### src/rtl/alu_multicycle.sv
// alu_multicycle: one-hot-opcode ALU with a valid/ready request side and a
// valid/ready result side. NOT/OR/AND/ADD/SUB/XOR finish in one cycle; MUL
// is an unsigned shift-add taking WIDTH cycles. Illegal opcodes return an
// error result.
//
// Ports:
//   clk, rst            clock, synchronous active-high reset
//   in_valid/in_ready   request handshake (in_ready only in IDLE)
//   opFlag[6:0]         one-hot op: NOT,OR,AND,ADD,SUB,XOR,MUL (bit0..6)
//   a1, a2, cin         operands and carry/borrow in
//   out_valid/out_ready result handshake
//   out, out_hi         result low/high half (out_hi nonzero only for MUL)
//   cout, zero, err     carry/borrow, {out_hi,out}==0, illegal opcode
module alu_multicycle #(
   parameter int unsigned WIDTH  = 8,
   parameter int unsigned MUL_EN = 1
) (
   input  logic             clk,
   input  logic             rst,
   input  logic             in_valid,
   output logic             in_ready,
   input  logic [6:0]       opFlag,
   input  logic [WIDTH-1:0] a1,
   input  logic [WIDTH-1:0] a2,
   input  logic             cin,
   output logic             out_valid,
   input  logic             out_ready,
   output logic [WIDTH-1:0] out,
   output logic [WIDTH-1:0] out_hi,
   output logic             cout,
   output logic             zero,
   output logic             err
);

   localparam int unsigned CW = (WIDTH > 1) ? $clog2(WIDTH) : 1;
   localparam logic [CW-1:0] LAST = CW'(WIDTH - 1);

   typedef enum logic [1:0] {
      IDLE,
      EXEC,
      DONE
   } state_t;

   state_t             state_q;
   logic [WIDTH-1:0]   out_q;
   logic [WIDTH-1:0]   hi_q;
   logic               cout_q;
   logic               zero_q;
   logic               err_q;
   logic               valid_q;

   // Shift-add multiplier datapath
   logic [2*WIDTH-1:0] mcand_q;
   logic [WIDTH-1:0]   mplier_q;
   logic [2*WIDTH-1:0] acc_q;
   logic [2*WIDTH-1:0] acc_d;
   logic [CW-1:0]      cnt_q;

   // Single-cycle result decode
   logic [WIDTH:0]     sum_w;
   logic [WIDTH:0]     dif_w;
   logic [WIDTH-1:0]   res_lo;
   logic               res_c;
   logic               illegal;
   logic               is_mul;

   assign sum_w = {1'b0, a1} + {1'b0, a2} + {{WIDTH{1'b0}}, cin};
   // Bit WIDTH of the extended difference is the borrow out.
   assign dif_w = {1'b0, a1} - {1'b0, a2} - {{WIDTH{1'b0}}, cin};

   always_comb begin
      res_lo  = '0;
      res_c   = 1'b0;
      illegal = 1'b0;
      is_mul  = 1'b0;
      case (opFlag)
         7'b0000001: res_lo = ~a1;
         7'b0000010: res_lo = a1 | a2;
         7'b0000100: res_lo = a1 & a2;
         7'b0001000: begin
            res_lo = sum_w[WIDTH-1:0];
            res_c  = sum_w[WIDTH];
         end
         7'b0010000: begin
            res_lo = dif_w[WIDTH-1:0];
            res_c  = dif_w[WIDTH];
         end
         7'b0100000: res_lo = a1 ^ a2;
         7'b1000000: begin
            if (MUL_EN != 0) is_mul  = 1'b1;
            else             illegal = 1'b1;
         end
         default:    illegal = 1'b1;
      endcase
   end

   assign acc_d = acc_q + (mplier_q[0] ? mcand_q : {2*WIDTH{1'b0}});

   always_ff @(posedge clk) begin
      if (rst) begin
         state_q  <= IDLE;
         out_q    <= '0;
         hi_q     <= '0;
         cout_q   <= 1'b0;
         zero_q   <= 1'b1;
         err_q    <= 1'b0;
         valid_q  <= 1'b0;
         mcand_q  <= '0;
         mplier_q <= '0;
         acc_q    <= '0;
         cnt_q    <= '0;
      end else begin
         case (state_q)
            IDLE: begin
               if (in_valid) begin
                  if (illegal) begin
                     out_q   <= '0;
                     hi_q    <= '0;
                     cout_q  <= 1'b0;
                     zero_q  <= 1'b1;
                     err_q   <= 1'b1;
                     valid_q <= 1'b1;
                     state_q <= DONE;
                  end else if (is_mul) begin
                     mcand_q  <= {{WIDTH{1'b0}}, a1};
                     mplier_q <= a2;
                     acc_q    <= '0;
                     cnt_q    <= '0;
                     state_q  <= EXEC;
                  end else begin
                     out_q   <= res_lo;
                     hi_q    <= '0;
                     cout_q  <= res_c;
                     zero_q  <= (res_lo == '0);
                     err_q   <= 1'b0;
                     valid_q <= 1'b1;
                     state_q <= DONE;
                  end
               end
            end
            EXEC: begin
               acc_q    <= acc_d;
               mcand_q  <= mcand_q << 1;
               mplier_q <= mplier_q >> 1;
               cnt_q    <= cnt_q + 1'b1;
               // Last multiplier bit: publish the finished product.
               if (cnt_q == LAST) begin
                  out_q   <= acc_d[WIDTH-1:0];
                  hi_q    <= acc_d[2*WIDTH-1:WIDTH];
                  cout_q  <= 1'b0;
                  zero_q  <= (acc_d == '0);
                  err_q   <= 1'b0;
                  valid_q <= 1'b1;
                  state_q <= DONE;
               end
            end
            DONE: begin
               if (out_ready) begin
                  valid_q <= 1'b0;
                  state_q <= IDLE;
               end
            end
            default: state_q <= IDLE;
         endcase
      end
   end

   assign in_ready  = (state_q == IDLE);
   assign out_valid = valid_q;
   assign out       = out_q;
   assign out_hi    = hi_q;
   assign cout      = cout_q;
   assign zero      = zero_q;
   assign err       = err_q;

endmodule
### config.mk
export PLATFORM = sky130hd
export DESIGN_NAME = alu_multicycle
export DESIGN_NICKNAME = d
export VERILOG_FILES = /design/src/rtl/alu_multicycle.sv
export SDC_FILE = /design/constraint.sdc
export NUM_CORES = 1
export LEC_CHECK = 0
export CAP_MARGIN = 5
export CORE_ASPECT_RATIO = 0.6
export CORE_MARGIN = 5
export CORE_UTILIZATION = 60
export CTS_BUF_LIST = sky130_fd_sc_hd__clkbuf_8 sky130_fd_sc_hd__clkbuf_16
export CTS_CLUSTER_SIZE = 24
export DETAILED_ROUTE_END_ITERATION = 10
export HOLD_SLACK_MARGIN = 0.08
export PLACE_DENSITY = 0.95
export SETUP_SLACK_MARGIN = 0.2
export SLEW_MARGIN = 20
export SYNTH_ARGS = -nofsm -noshare
export SYNTH_HDL_FRONTEND = slang
export SYNTH_SLANG_ARGS = --single-unit
export TNS_END_PERCENT = 50
### constraint.sdc
create_clock -name clk -period 7.5 [get_ports clk]
set_input_delay 1.5 -clock clk [delete_from_list [all_inputs] [get_ports clk]]
set_output_delay 1.5 -clock clk [all_outputs]
set_load 0.02 [all_outputs]
==> impl_results.md, run 1 <==
- Setup Skew: just under 0.006 ns
- Initial antenna violation count: 0
- CP Launch Type: primary input
- Postcts setup bufs: 0
- Total gr overflow: 0
- Initial Util: 0.606
- Max Cap Viol: 0
- Die height: 78.5 microns
- Design Area, Final: 5530 sq um
- Vias: 4737
- Routability Congestion: 1.06
- Unique masters post-synth: 63
- Skew-Pair Late Insertion Delay: 0.34 ns
- Tcrit/Tclk final: 0.584
- Worst EP required: roughly 7.8 ns
- Share of the synthesized area in the top cell type: 0.278
- Post-synth top area cell: dfxtp_1
- Reg2reg start: mplier_q[0]
- DP Cell Count: between 700 and 800
- All-Layer GR Usage: 0.299
- Sum Neg Setup Slack: 0 ns
- Main flop type after synthesis: dfxtp_1
- CTS Root Cell: clkbuf_16
- Top post-synthesis cells by area: dfxtp_1, ha_1, nor2_1, nand2_1, a21oi_1
- EDFF count, synth: 0
- VDD IR max: 132 uV
- Drt wl/cell: 19.0 microns
- Largest net degree at the start of global routing: 67
- Ant diodes: 0
- Synth-to-Final Area Change: 17.9%
- Post-place instance area: 5210 sq um
- Slew @ Worst Pin: 0.999 ns
- Worst EP arrival: 4.64 ns
- Most frequent cells in the layout: nor2_1, nand2_1, dfxtp_1
- Max clock buf depth: 2
- Minimum clock period: 4.38 ns
- Worst hold path class: reg -> reg
- Nets: 702
- Hold path cells: 2
- First-pass GRT wire length: 23.0 mm
- Worst Hold Launch: out_hi[1]
- Critical R2R Capture: zero
- CTS resizes: 0
- Non-Filler Instances: between 700 and 800
- Final Setup Violations: 0
- Fmax: 228 MHz
- PD cells: between 150 and 200 nW/um^2
- Hpwl dp: 10.2 mm
- Routed Antenna Nets: 0
- DRT Wirelength: 14.0 mm
- Netlist Area Pre-Place: 4690 sq um
- Die ar.: 9730 sq um
- Initial DRC count: 560
- RSZ-0062 raised after global routing: no
- Sequential share of the synthesized area: 0.278
- Cell count after synthesis: slightly below 600
- Hold Buf Count CTS: 0
- Vias/cell: 6.44
- Rel. slew slack: 0.334
- Outcome: complete, no violations
- Pleak: 2.21 nW
- Vias in the first global route: 4513
- Mean Syn Cell Area: roughly 7.9 sq um
- Hold Violations, Final: 0
- Synthesized flop and latch total: 65
- Ports: 49
- Crit. Startpoint: a1[0]
- Port Buffers: 48
- TritonCTS clock tree: yes
- TritonCTS Buffers: 9
- R2R Setup Slk: 4.07 ns
- Clk sinks: 65
- CP Capture Type: flop
- Syn Nets: 671
- CP max FO: 6
- Fraction of layout cells with a size suffix above 1: 0.0574
- H-tree depth: 3
- Core Area: 7730 sq um
- Fill count: 601
- Worst-path clk slew: 0.06 ns
- DRT Pass-1 Iters: 5
- DRC: 0
- Yosys warning count: 0
- End of the worst hold path: out_hi[1]
- Commonest non-fill, non-tap cell in the layout: nor2_1
- Pins Over Slew Limit: 0
- Site row count: 25
- Post-synth ARST share: 0
- Critical path class: in -> reg
- R2r worst-path depth: 11
- Die X: 124 microns
metrics by stage:
| stage | power (mW) | worst slack, ns | util | hold slack (ns) |
|---|---|---|---|---|
| 2_1_floorplan | 0.454 | 3.78 | - | 0.432 |
| 5_1_grt | 0.978 | 2.91 | 0.715 | 0.486 |
| 3_3_place_gp | 0.505 | 2.96 | 0.674 | 0.441 |
| 6_report | 0.946 | 3.12 | 0.715 | 0.461 |
| 3_5_place_dp | 0.509 | 2.86 | 0.674 | 0.448 |
| 4_1_cts | 0.944 | 3.20 | 0.715 | 0.456 |
cell usage after synthesis, types with 5 or more instances:
cell type   n
a21o_1      6
o21bai_1    6
inv_1      32
clkbuf_1   28
dfxtp_1    65
nor2b_1     5
nand2b_1    6
ha_1       47
fa_1        5
o22ai_1     6
nor3_1     15
a211oi_1    7
a311oi_1   17
a21oi_1    38
xnor2_1    17
o21ai_0    16
nand3_1    12
nand2_1    66
nor2_1     71
a22oi_1    25
and2_1     19
report_power, final:
group	switching (mW)	leakage [nW]	internal, mW	total, mW
Clock	0.156	0.151	0.284	0.440
Sequential	0.00422	0.525	0.350	0.354
Combinational	0.0877	1.53	0.0642	0.152
cell families after synthesis:
group / synth area share
compound gates: 0.260
xor+xnor: 0.0393
fa+ha+maj: 0.147
buf+inv: 0.0523
flops: 0.278
mux: 0.00454
simple gates: 0.219
flip-flops by register name, indices dropped and copies added (netlist names), 2 cells and up:
signal and cells:
acc_q 16, cnt_q 3, mcand_q 16, mplier_q 8, out 8, out_hi 8, state_q 2
critical path, cell delays in order:
cell and delay, ns:
clkdlybuf4s50_1 0.56, fa_1 0.55, inv_1 0.10, fa_1 0.21
nor2b_1 0.06, o21ai_0 0.35, nand2_1 0.13, a31oi_1 0.34
a21oi_1 0.12, o221a_2 0.30, a211o_1 0.29, a21oi_1 0.14
how the worst max path moves through the flow:
stage              to  slack [ns]  cells past startpoint
3_3_place_gp   out[3]        2.96                     11
2_1_floorplan  out[6]        3.78                     11
6_report       out[6]        3.12                     12
4_1_cts          zero        3.20                     12
5_1_grt        out[3]        2.91                     11
3_5_place_dp   out[7]        2.86                     12
per-layer routing:
metal	global-route usage	share of wire	vias up
met5	0	0	-
met3	0.0864	0.12	22
met1	0.445	0.45	2219
met2	0.425	0.42	300
met4	0.0656	0.014	0
li1	-	-	2196
cell type report:
cell class                 instances  area (sq um)  area share
tap                              108           135      0.0245
clock buffer                      12           267      0.0482
sequential                        65          1300       0.235
multi-input combinational        462          3150       0.570
timing repair buffer              52           505      0.0915
clock inverter                     4          50.0     0.00906
inverter                          32           120      0.0217
No activity file was read; power rests on OpenSTA's default activity.
==> run 2: changes to the inputs <==
CORE_UTILIZATION = 52   (was 60)
PLACE_DENSITY = 0.89   (was 0.95)
clock period = 3.85 ns   (was 7.5 ns; I/O delays follow)
==> impl_results.md, run 2 (synthesis gave the netlist of run 1 again) <==
- Outcome: complete, no violations (unchanged)
- Sum Neg Setup Slack: 0 ns (unchanged)
- Pwr Total: 1.78 mW (was 0.946 mW)
- DRT Wirelength: 14.5 mm (was 14.0 mm)
- Post-place instance area: 5350 sq um (was 5210 sq um)
- Core Util, Final: 0.654 (was 0.715)
- Fin Hold WS: 0.459 ns (was 0.461 ns)
- Core Area: 8650 sq um (was 7730 sq um)
- Nets: 720 (was 702)
- Design Area, Final: 5660 sq um (was 5530 sq um)
- Die X: 133 microns (was 124 microns)
- Largest net degree at the start of global routing: 45 (was 67)
- Non-Filler Instances: 757 (was 735)
- Initial antenna violation count: 0 (unchanged)
- Clk sinks: 65 (unchanged)
- Final WS setup: 0.303 ns (was 3.12 ns)
- Fraction of layout cells with a size suffix above 1: 0.0899 (was 0.0574)
- DRT Pass-1 Iters: 5 (unchanged)
- Pleak: 2.28 nW (was 2.21 nW)
- DRC: 0 (unchanged)
- Initial DRC count: 596 (was 560)
- Tcrit/Tclk final: 0.921
- Routability Congestion: 0.919 (was 1.06)
- R2R Setup Slk: 0.44 ns (was 4.07 ns)
- CP Capture Type: flop (unchanged)
- Hold Buf Count CTS: 0 (unchanged)
- H-tree depth: 3 (unchanged)
- PD cells: 315 nW/um^2 (was 171 nW/um^2)
- Rel. slew slack: 0.315 (was 0.334)
- Slew @ Worst Pin: 1.03 ns (was 0.999 ns)
- Max clock buf depth: 2 (unchanged)
- CP Launch Type: primary input (unchanged)
- Die ar.: 11100 sq um (was 9730 sq um)
- Vias/cell: 6.29 (was 6.44)
- Worst hold path class: reg -> reg (unchanged)
- Initial Util: 0.541 (was 0.606)
- Final Setup Violations: 0 (unchanged)
- Hpwl dp: 11.0 mm (was 10.2 mm)
- Most frequent cells in the layout: nor2_1, nand2_1, dfxtp_1 (unchanged)
- RSZ-0062 raised after global routing: no (unchanged)
- Worst EP required: 4.05 ns (was 7.76 ns)
- DP Cell Count: 741 (was 719)
- Site row count: 26 (was 25)
- TritonCTS Buffers: 9 (unchanged)
- Total gr overflow: 0 (unchanged)
- Max Cap Viol: 0 (unchanged)
- CTS Root Cell: clkbuf_16 (unchanged)
- Port Buffers: 48 (unchanged)
- Die height: 83.5 microns (was 78.5 microns)
- Skew-Pair Late Insertion Delay: 0.34 ns (about the same)
- Top flop regs: acc_q (16), mcand_q (16) (unchanged)
- Synth-to-Final Area Change: 20.7% (was 17.9%)
- VDD IR max: 241 uV (was 132 uV)
- Pins Over Slew Limit: 0 (unchanged)
- Critical path class: in -> reg (unchanged)
- Vias in the first global route: 4631 (was 4513)
- Minimum clock period: around 3.5 ns
- Ant diodes: 0 (unchanged)
- First-pass GRT wire length: 23.7 mm (was 23.0 mm)
- All-Layer GR Usage: 0.263 (was 0.299)
- Vias: 4763 (was 4737)
- CP max FO: 3 (was 6)
- Worst slack at placement: -0.0728 ns (was 2.86 ns)
- Drt wl/cell: 19.2 microns (was 19.0 microns)
- Commonest non-fill, non-tap cell in the layout: nor2_1 (unchanged)
- Setup Skew: 0.0117 ns (was 0.00583 ns)
- Ports: 49 (unchanged)
- TritonCTS clock tree: yes (unchanged)
- Worst-path clk slew: 0.06 ns (about the same)
- Hold Violations, Final: 0 (unchanged)
- Routed Antenna Nets: 0 (unchanged)
- Worst EP arrival: 3.75 ns (was 4.64 ns)
- Fmax: 282 MHz
[run 2: worst paths after layout]
path,startpoint,end,cells after the start
max,a1[0],zero,12
min,mplier_q[7],mplier_q[7],2
max reg2reg,mplier_q[0],zero,11
min reg2reg,mplier_q[7],mplier_q[7],2
[run 2: critical path, stage by stage]
cell	delay, ns
clkdlybuf4s50_1	0.52
fa_1	0.51
fa_1	0.46
o21a_1	0.25
o21a_1	0.17
o311ai_0	0.39
a211oi_1	0.08
buf_4	0.16
nand4_1	0.08
nor3_1	0.08
a31oi_1	0.17
o31ai_1	0.10
[run 2: timing repair]
item                                    CTS  global route
gates resized for setup                   1             4
endpoints found under the setup margin    1             2
setup buffers                             0             0
gates cloned                              0             0
endpoints found under the hold margin     0             0
[run 2: report_power, final]
| group | internal [mW] | total, mW | switching, mW |
|---|---|---|---|
| logic | 0.143 | 0.327 | 0.184 |
| registers | 0.682 | 0.690 | 0.00826 |
| clock network | 0.439 | 0.765 | 0.326 |
| total | 1.26 | 1.78 | 0.518 |
[run 2: routing by layer]
metal / share of wire / vias to the layer above / global-route usage
li1: - / 2233 / -
met1: 0.47 / 2250 / 0.381
met2: 0.40 / 256 / 0.362
met3: 0.12 / 24 / 0.101
met4: 0.013 / 0 / 0.0632
met5: 0 / - / 0
[run 2: layout make-up]
type                            count  area, sq um
Multi-Input combinational cell    462         3180
Fill cell                         730         3000
Sequential cell                    65         1300
Timing Repair Buffer               70          641
Clock buffer                        9          225
Tap cell                          112          140
Inverter                           32          120
Clock inverter                      7         55.1
==> run 3: changes to the inputs <==
TNS_END_PERCENT = 1   (was 50)
==> results of run 3 <==
The final DEF is identical to that of run 2; final timing and power are the same.
